--- src/rtl/init_reset_sequencer.sv ---
// ----------------------------------------------------------------------------
// init_reset_sequencer
//
// Purpose:
//   Holds the user fabric in reset until the device is fully up. The fabric
//   reset is released only after each of these conditions has been seen, in
//   this order:
//     1. power-on reset has been released,
//     2. device initialisation has completed,
//     3. all three I/O banks have calibrated,
//     4. the fabric PLL has locked.
//   After that, the reset is held low for a further HOLD_CYCLES clocks.
//   All condition inputs are asynchronous, so each one goes through a
//   two-flop synchronizer before the FSM uses it. Loss of PLL lock sends the
//   sequence back to waiting for lock. Loss of power-on reset sends it all the
//   way back to the start.
//
// Parameters:
//   HOLD_CYCLES     cycles the fabric reset stays low once all conditions
//                   are met (1..255)
//   TIMEOUT_CYCLES  calibration watchdog limit (1..2^20-1). This parameter
//                   exists only with INIT_RESET_SEQ_TIMEOUT_EN defined.
//
// Ports:
//   clk_i                clock for all sequential logic
//   resetn_i             asynchronous active-low reset
//   fabric_por_n_i       power-on-reset release (async)
//   device_init_done_i   device initialisation complete (async)
//   bank_calib_status_i  calibration done for banks 7/8/9 on bits 0/1/2 (async)
//   pll_lock_i           fabric PLL lock (async)
//   fabric_reset_n_o     registered active-low reset to the user fabric
//   seq_done_o           high only while the FSM is in RUN
//   state_o              current state code
//   calib_timeout_o      sticky calibration watchdog flag
//                        (this port exists only with the macro defined)
//
// Configuration macro:
//   INIT_RESET_SEQ_TIMEOUT_EN  adds the 20-bit calibration watchdog, the
//                              TIMEOUT_CYCLES parameter and calib_timeout_o.
// ----------------------------------------------------------------------------
module init_reset_sequencer #(
    parameter int unsigned HOLD_CYCLES = 16
`ifdef INIT_RESET_SEQ_TIMEOUT_EN
    ,
    parameter int unsigned TIMEOUT_CYCLES = 65535
`endif
) (
    input  logic       clk_i,
    input  logic       resetn_i,
    input  logic       fabric_por_n_i,
    input  logic       device_init_done_i,
    input  logic [2:0] bank_calib_status_i,
    input  logic       pll_lock_i,
    output logic       fabric_reset_n_o,
    output logic       seq_done_o,
    output logic [2:0] state_o
`ifdef INIT_RESET_SEQ_TIMEOUT_EN
    ,
    output logic       calib_timeout_o
`endif
);

    typedef enum logic [2:0] {
        ST_WAIT_POR   = 3'd0,
        ST_WAIT_INIT  = 3'd1,
        ST_WAIT_CALIB = 3'd2,
        ST_WAIT_LOCK  = 3'd3,
        ST_HOLD       = 3'd4,
        ST_RUN        = 3'd5
    } state_e;

    // Value of the hold counter on the last cycle spent in HOLD.
    localparam logic [7:0] HOLD_LAST = 8'(HOLD_CYCLES - 1);

    // Bundle the asynchronous inputs so one synchronizer covers them all.
    // Layout: [5] pll_lock, [4:2] bank calib, [1] init done, [0] por.
    logic [5:0] async_s;
    logic [5:0] sync_meta_q;
    logic [5:0] sync_q;
    logic       por_s;
    logic       init_s;
    logic [2:0] calib_s;
    logic       lock_s;

    assign async_s = {pll_lock_i, bank_calib_status_i, device_init_done_i, fabric_por_n_i};
    assign por_s   = sync_q[0];
    assign init_s  = sync_q[1];
    assign calib_s = sync_q[4:2];
    assign lock_s  = sync_q[5];

    // Two-flop synchronizer for every asynchronous condition input.
    always_ff @(posedge clk_i or negedge resetn_i) begin
        if (!resetn_i) begin
            sync_meta_q <= 6'b000000;
            sync_q      <= 6'b000000;
        end else begin
            sync_meta_q <= async_s;
            sync_q      <= sync_meta_q;
        end
    end

    state_e     state_q;
    state_e     state_d;
    logic [7:0] hold_cnt_q;
    logic [7:0] hold_cnt_d;
    logic       fabric_reset_n_q;
    logic       seq_done_q;

    // Next-state logic and hold counter. Loss of POR overrides everything.
    always_comb begin
        state_d    = state_q;
        hold_cnt_d = hold_cnt_q;
        if (!por_s) begin
            state_d    = ST_WAIT_POR;
            hold_cnt_d = 8'd0;
        end else begin
            case (state_q)
                ST_WAIT_POR: begin
                    // Reaching this branch means the synced POR is already high.
                    state_d = ST_WAIT_INIT;
                end
                ST_WAIT_INIT: begin
                    if (init_s) begin
                        state_d = ST_WAIT_CALIB;
                    end else begin
                        state_d = ST_WAIT_INIT;
                    end
                end
                ST_WAIT_CALIB: begin
                    if (calib_s == 3'b111) begin
                        state_d = ST_WAIT_LOCK;
                    end else begin
                        state_d = ST_WAIT_CALIB;
                    end
                end
                ST_WAIT_LOCK: begin
                    if (lock_s) begin
                        state_d    = ST_HOLD;
                        hold_cnt_d = 8'd0;
                    end else begin
                        state_d = ST_WAIT_LOCK;
                    end
                end
                ST_HOLD: begin
                    // The counter saturates instead of wrapping.
                    if (hold_cnt_q != 8'hFF) begin
                        hold_cnt_d = hold_cnt_q + 8'd1;
                    end else begin
                        hold_cnt_d = hold_cnt_q;
                    end
                    // Losing lock on the final hold cycle still aborts the hold.
                    if (!lock_s) begin
                        state_d = ST_WAIT_LOCK;
                    end else if (hold_cnt_q == HOLD_LAST) begin
                        state_d = ST_RUN;
                    end else begin
                        state_d = ST_HOLD;
                    end
                end
                ST_RUN: begin
                    if (!lock_s) begin
                        state_d = ST_WAIT_LOCK;
                    end else begin
                        state_d = ST_RUN;
                    end
                end
                default: begin
                    // Codes 6 and 7 should never occur; recover to the start.
                    state_d    = ST_WAIT_POR;
                    hold_cnt_d = 8'd0;
                end
            endcase
        end
    end

    // State register, hold counter and registered outputs.
    always_ff @(posedge clk_i or negedge resetn_i) begin
        if (!resetn_i) begin
            state_q          <= ST_WAIT_POR;
            hold_cnt_q       <= 8'd0;
            fabric_reset_n_q <= 1'b0;
            seq_done_q       <= 1'b0;
        end else begin
            state_q          <= state_d;
            hold_cnt_q       <= hold_cnt_d;
            // Follows the state register, so the fabric reset lags RUN
            // entry and exit by exactly one cycle.
            fabric_reset_n_q <= (state_q == ST_RUN);
            seq_done_q       <= (state_d == ST_RUN);
        end
    end

    assign fabric_reset_n_o = fabric_reset_n_q;
    assign seq_done_o       = seq_done_q;
    assign state_o          = state_q;

`ifdef INIT_RESET_SEQ_TIMEOUT_EN
    localparam logic [19:0] TIMEOUT_VAL = 20'(TIMEOUT_CYCLES);

    logic [19:0] wd_cnt_q;
    logic [19:0] wd_cnt_d;
    logic        calib_timeout_q;
    logic        calib_timeout_d;

    // Watchdog: the counter restarts on each entry to WAIT_CALIB and counts
    // while the FSM stays there. The flag is sticky until resetn_i.
    always_comb begin
        wd_cnt_d        = wd_cnt_q;
        calib_timeout_d = calib_timeout_q;
        if ((state_q != ST_WAIT_CALIB) && (state_d == ST_WAIT_CALIB)) begin
            wd_cnt_d = 20'd0;
        end else if ((state_q == ST_WAIT_CALIB) && (wd_cnt_q != 20'hFFFFF)) begin
            wd_cnt_d = wd_cnt_q + 20'd1;
        end else begin
            wd_cnt_d = wd_cnt_q;
        end
        if (wd_cnt_d == TIMEOUT_VAL) begin
            calib_timeout_d = 1'b1;
        end else begin
            calib_timeout_d = calib_timeout_q;
        end
    end

    // Watchdog counter and sticky timeout flag registers.
    always_ff @(posedge clk_i or negedge resetn_i) begin
        if (!resetn_i) begin
            wd_cnt_q        <= 20'd0;
            calib_timeout_q <= 1'b0;
        end else begin
            wd_cnt_q        <= wd_cnt_d;
            calib_timeout_q <= calib_timeout_d;
        end
    end

    assign calib_timeout_o = calib_timeout_q;
`endif

endmodule
--- config.mk ---
export PLATFORM = sky130hd
export DESIGN_NAME = init_reset_sequencer
export DESIGN_NICKNAME = d
export VERILOG_FILES = /design/src/rtl/init_reset_sequencer.sv
export SDC_FILE = /design/constraint.sdc
export NUM_CORES = 1
export LEC_CHECK = 0
export BUFFER_PORTS_ARGS = -buffer_cell sky130_fd_sc_hd__buf_4
export CORE_MARGIN = 2
export CORE_UTILIZATION = 59
export DETAILED_ROUTE_END_ITERATION = 6
export GPL_TIMING_DRIVEN = 0
export HOLD_SLACK_MARGIN = 0.03
export PLACE_DENSITY = 0.84
export SYNTH_ARGS = -nofsm -noshare
export SYNTH_HDL_FRONTEND = slang
export SYNTH_SLANG_ARGS = --single-unit
export TNS_END_PERCENT = 30
--- constraint.sdc ---
create_clock -name clk_i -period 5.2 [get_ports clk_i]
set_clock_uncertainty 0.1 [all_clocks]
set_input_delay 0.26 -clock clk_i [delete_from_list [all_inputs] [get_ports clk_i]]
set_output_delay 0.26 -clock clk_i [all_outputs]
set_load 0.005 [all_outputs]
==> results.md <==
* Final setup fails at 0
* Die width at 46.56 µm
* H-Tree Depth at 1
* Synth area leaders: dfrtp_1 59%, a211o_1 3.3%, and3_1 2.9%
* WP data arrival at 1.96 ns
* Final net count at 118
* Cts bufs inserted at 3
* Multi-input gate area at 422.9 µm²
* Total routed wirelength at 1919 µm
* HP Class: register to register
* Final setup TNS at 0 ns
* Worst setup EP type: register
* Worst skew pair latency at 0.31 ns
* Crit-path leading delay family: compound AO/OA/AOI/OAI gates
* Post-synth EDFFs at 0
* Post CTS Setup Buffer Count at 0
* Starting DRT DRC Count at 20
* Clock Root Buffer: clkbuf_4
* Hold path depth at 0
* Top_reg_cell synth: dfrtp_1
* I/O Buffers at 12
* Die H at 46.56 µm
* Initial antenna violation count at 0
* Reg2reg path depth at 5
* CTS tree: built
* Layout cell share with drive strength beyond 1 at 0.2130
* IO Count at 13
* First-pass GRT wire length at 3091 µm
* Data required, critical path at 5.31 ns
* Placed Cells at 122
* Cell count along the critical path at 5
* RSZ-0062 raised after global routing: false
* Max stage delay on crit path at 0.44 ns
* Clock sink total at 25
* Final Hold Viols at 0
* Synth area leader: dfrtp_1
* DR vias/cell at 5.602
* Synth Area per Inst at 12.57 µm²
* HPWL after detailed placement at 1210 µm
* Largest net degree at the start of global routing at 26
* Bufs on Longest Clock Path at 2
* VDD IR max at 0.0001999 V
* CP max FO at 6
* Final GP Congestion at 0.8261
* Vias in the first global route at 713
* Die area at 0.002167 mm²
* Layout Area Growth over Synthesis at 20.73%
* Leak at 0.0006162 µW
* Cell with the most instances after synthesis: dfrtp_1
* Slew HR at 0.7192
* Residual DRC at 0
* Yosys warns at 0
* Power density over the cells at 258.4 mW/mm²
* First-pass DRT Iterations at 4
* Clock transition at path regs at 0.13 ns
* WS Path Type: register to register
* Num rows at 15
* Status: finished, final reports clean
* Setup crit start kind: register
* Slowest cell on crit path: dfrtp_1
* Final Max Tran Viols at 0
* Vias at 745
* GR Util All Layers at 0.2131
* Finished Layout Cells at 133
* DRT antenna net count at 0
* Period utilization at 0.3549
* Flops & latches, synth at 25
* DR WL/cell at 14.43 µm
* Yosys cell types at 39
* Critical-path cell list: ha_1 > nand3_2 > o31a_1 > and3_1 > a211o_1
* Layout fillers at 117
* Post-Syn Area at 0.001069 mm²
* Initial cell density of the core at 0.6256
* Max-Cap Viols at 0
* Max Clock Freq at 541.9 MHz
* Synth top cells by count: 25 x dfrtp_1, 5 x and3_1
* Area occupied by registers at 625.6 µm²
* Fin crit period at 1.845 ns
* Total gr overflow at 0
* Core box area at 0.001708 mm²
* Seq/Total Area, Yosys at 0.5855
* WP buf/inv at 0
* Async SR Flop Fraction at 1.000
* Actual slew at the worst max-slew pin at 0.4212 ns
* ANT cells at 0
* Syn nets at 94
* Post-Syn Instances at 85
* Yosys top cell area share at 0.5855
[flip-flops by register name, indices dropped and copies added, names as in the netlist]
signal	flops
fabric_reset_n_o	1
sync_meta_q	6
state_o	3
hold_cnt_q	8
seq_done_o	1
sync_q	6
[routing by layer]
metal,GRT usage,part of all wire,routed length (µm)
met1,0.2658,0.44,838
met2,0.3444,0.51,978
met3,0.03529,0.034,66
met4,0.1257,0.019,36
met5,0,0,0
[worst paths after layout]
check,from,slack (ns),end
worst max-delay path,hold_cnt_q[1],3.35,hold_cnt_q[3]
worst min-delay path,sync_meta_q[0],0.26,sync_q[0]
worst max register to register,hold_cnt_q[1],3.35,hold_cnt_q[3]
worst min register to register,sync_meta_q[0],0.26,sync_q[0]
max in group asynchronous,resetn_i,4.50,hold_cnt_q[1]
min in group asynchronous,resetn_i,0.27,seq_done_o
[where the power goes]
| part | leakage (µW) | switching, µW | internal, µW | total (µW) |
|---|---|---|---|---|
| clock | 0.0000139 | 55.7 | 29.3 | 85.0 |
| sequential | 0.000319 | 5.93 | 202 | 208 |
| combinational | 0.000283 | 18.3 | 22.3 | 40.6 |
[placed cells by master (no fill, tap or decap), types with 2 or more instances in the layout]
cell           count
nor2b_1            2
a21oi_1            4
dlygate4sd3_1      7
a211o_1            4
and3_1             5
nor3_1             4
dfrtp_1           25
nand2_1            4
nor2_1             2
clkbuf_4           3
nand4_1            2
buf_4             12
and2_1             3
o21ai_0            2
[per-stage QoR]
stage	util	power (µW)	hold slack, ns	instance area (µm²)	setup slack [ns]
floorplan	-	231.9	-0.1356	1069	3.541
global placement	0.6967	246.1	0.06903	1190	3.429
detailed placement	0.6967	248.2	0.07693	1190	3.379
CTS	0.7553	336.4	0.2642	1290	3.361
global route	0.7553	352.3	0.2759	1290	3.244
finish	0.7553	333.3	0.2639	1290	3.355
[repair_timing]
action                    CTS  global route
hold endpoints to repair   31             0
hold buffers                7             0
resized for setup           0             0
[cell families (layout without fill, tap and decap cells)]
family | count (synthesis) | in the layout | share of synthesized area
flip-flops | 25 | 25 | 0.5855
AO/OA/AOI/OAI | 22 | 22 | 0.1616
XOR/XNOR | 1 | 1 | 0.008198
buffers and inverters | 3 | 26 | 0.01873
multiplexers | 1 | 1 | 0.01054
AND/OR/NAND/NOR | 32 | 32 | 0.2037
adder cells (fa/ha/maj) | 1 | 1 | 0.01171
[layout make-up]
type,count,area share
Timing Repair Buffer,19,0.1242
Clock buffer,3,0.01746
Buffer,2,0.01261
Clock inverter,1,0.005820
Tap cell,25,0.02425
Sequential cell,25,0.4850
Multi-Input combinational cell,57,0.3278
Inverter,1,0.002910
Note: power is estimated with default switching activity, not from simulation.
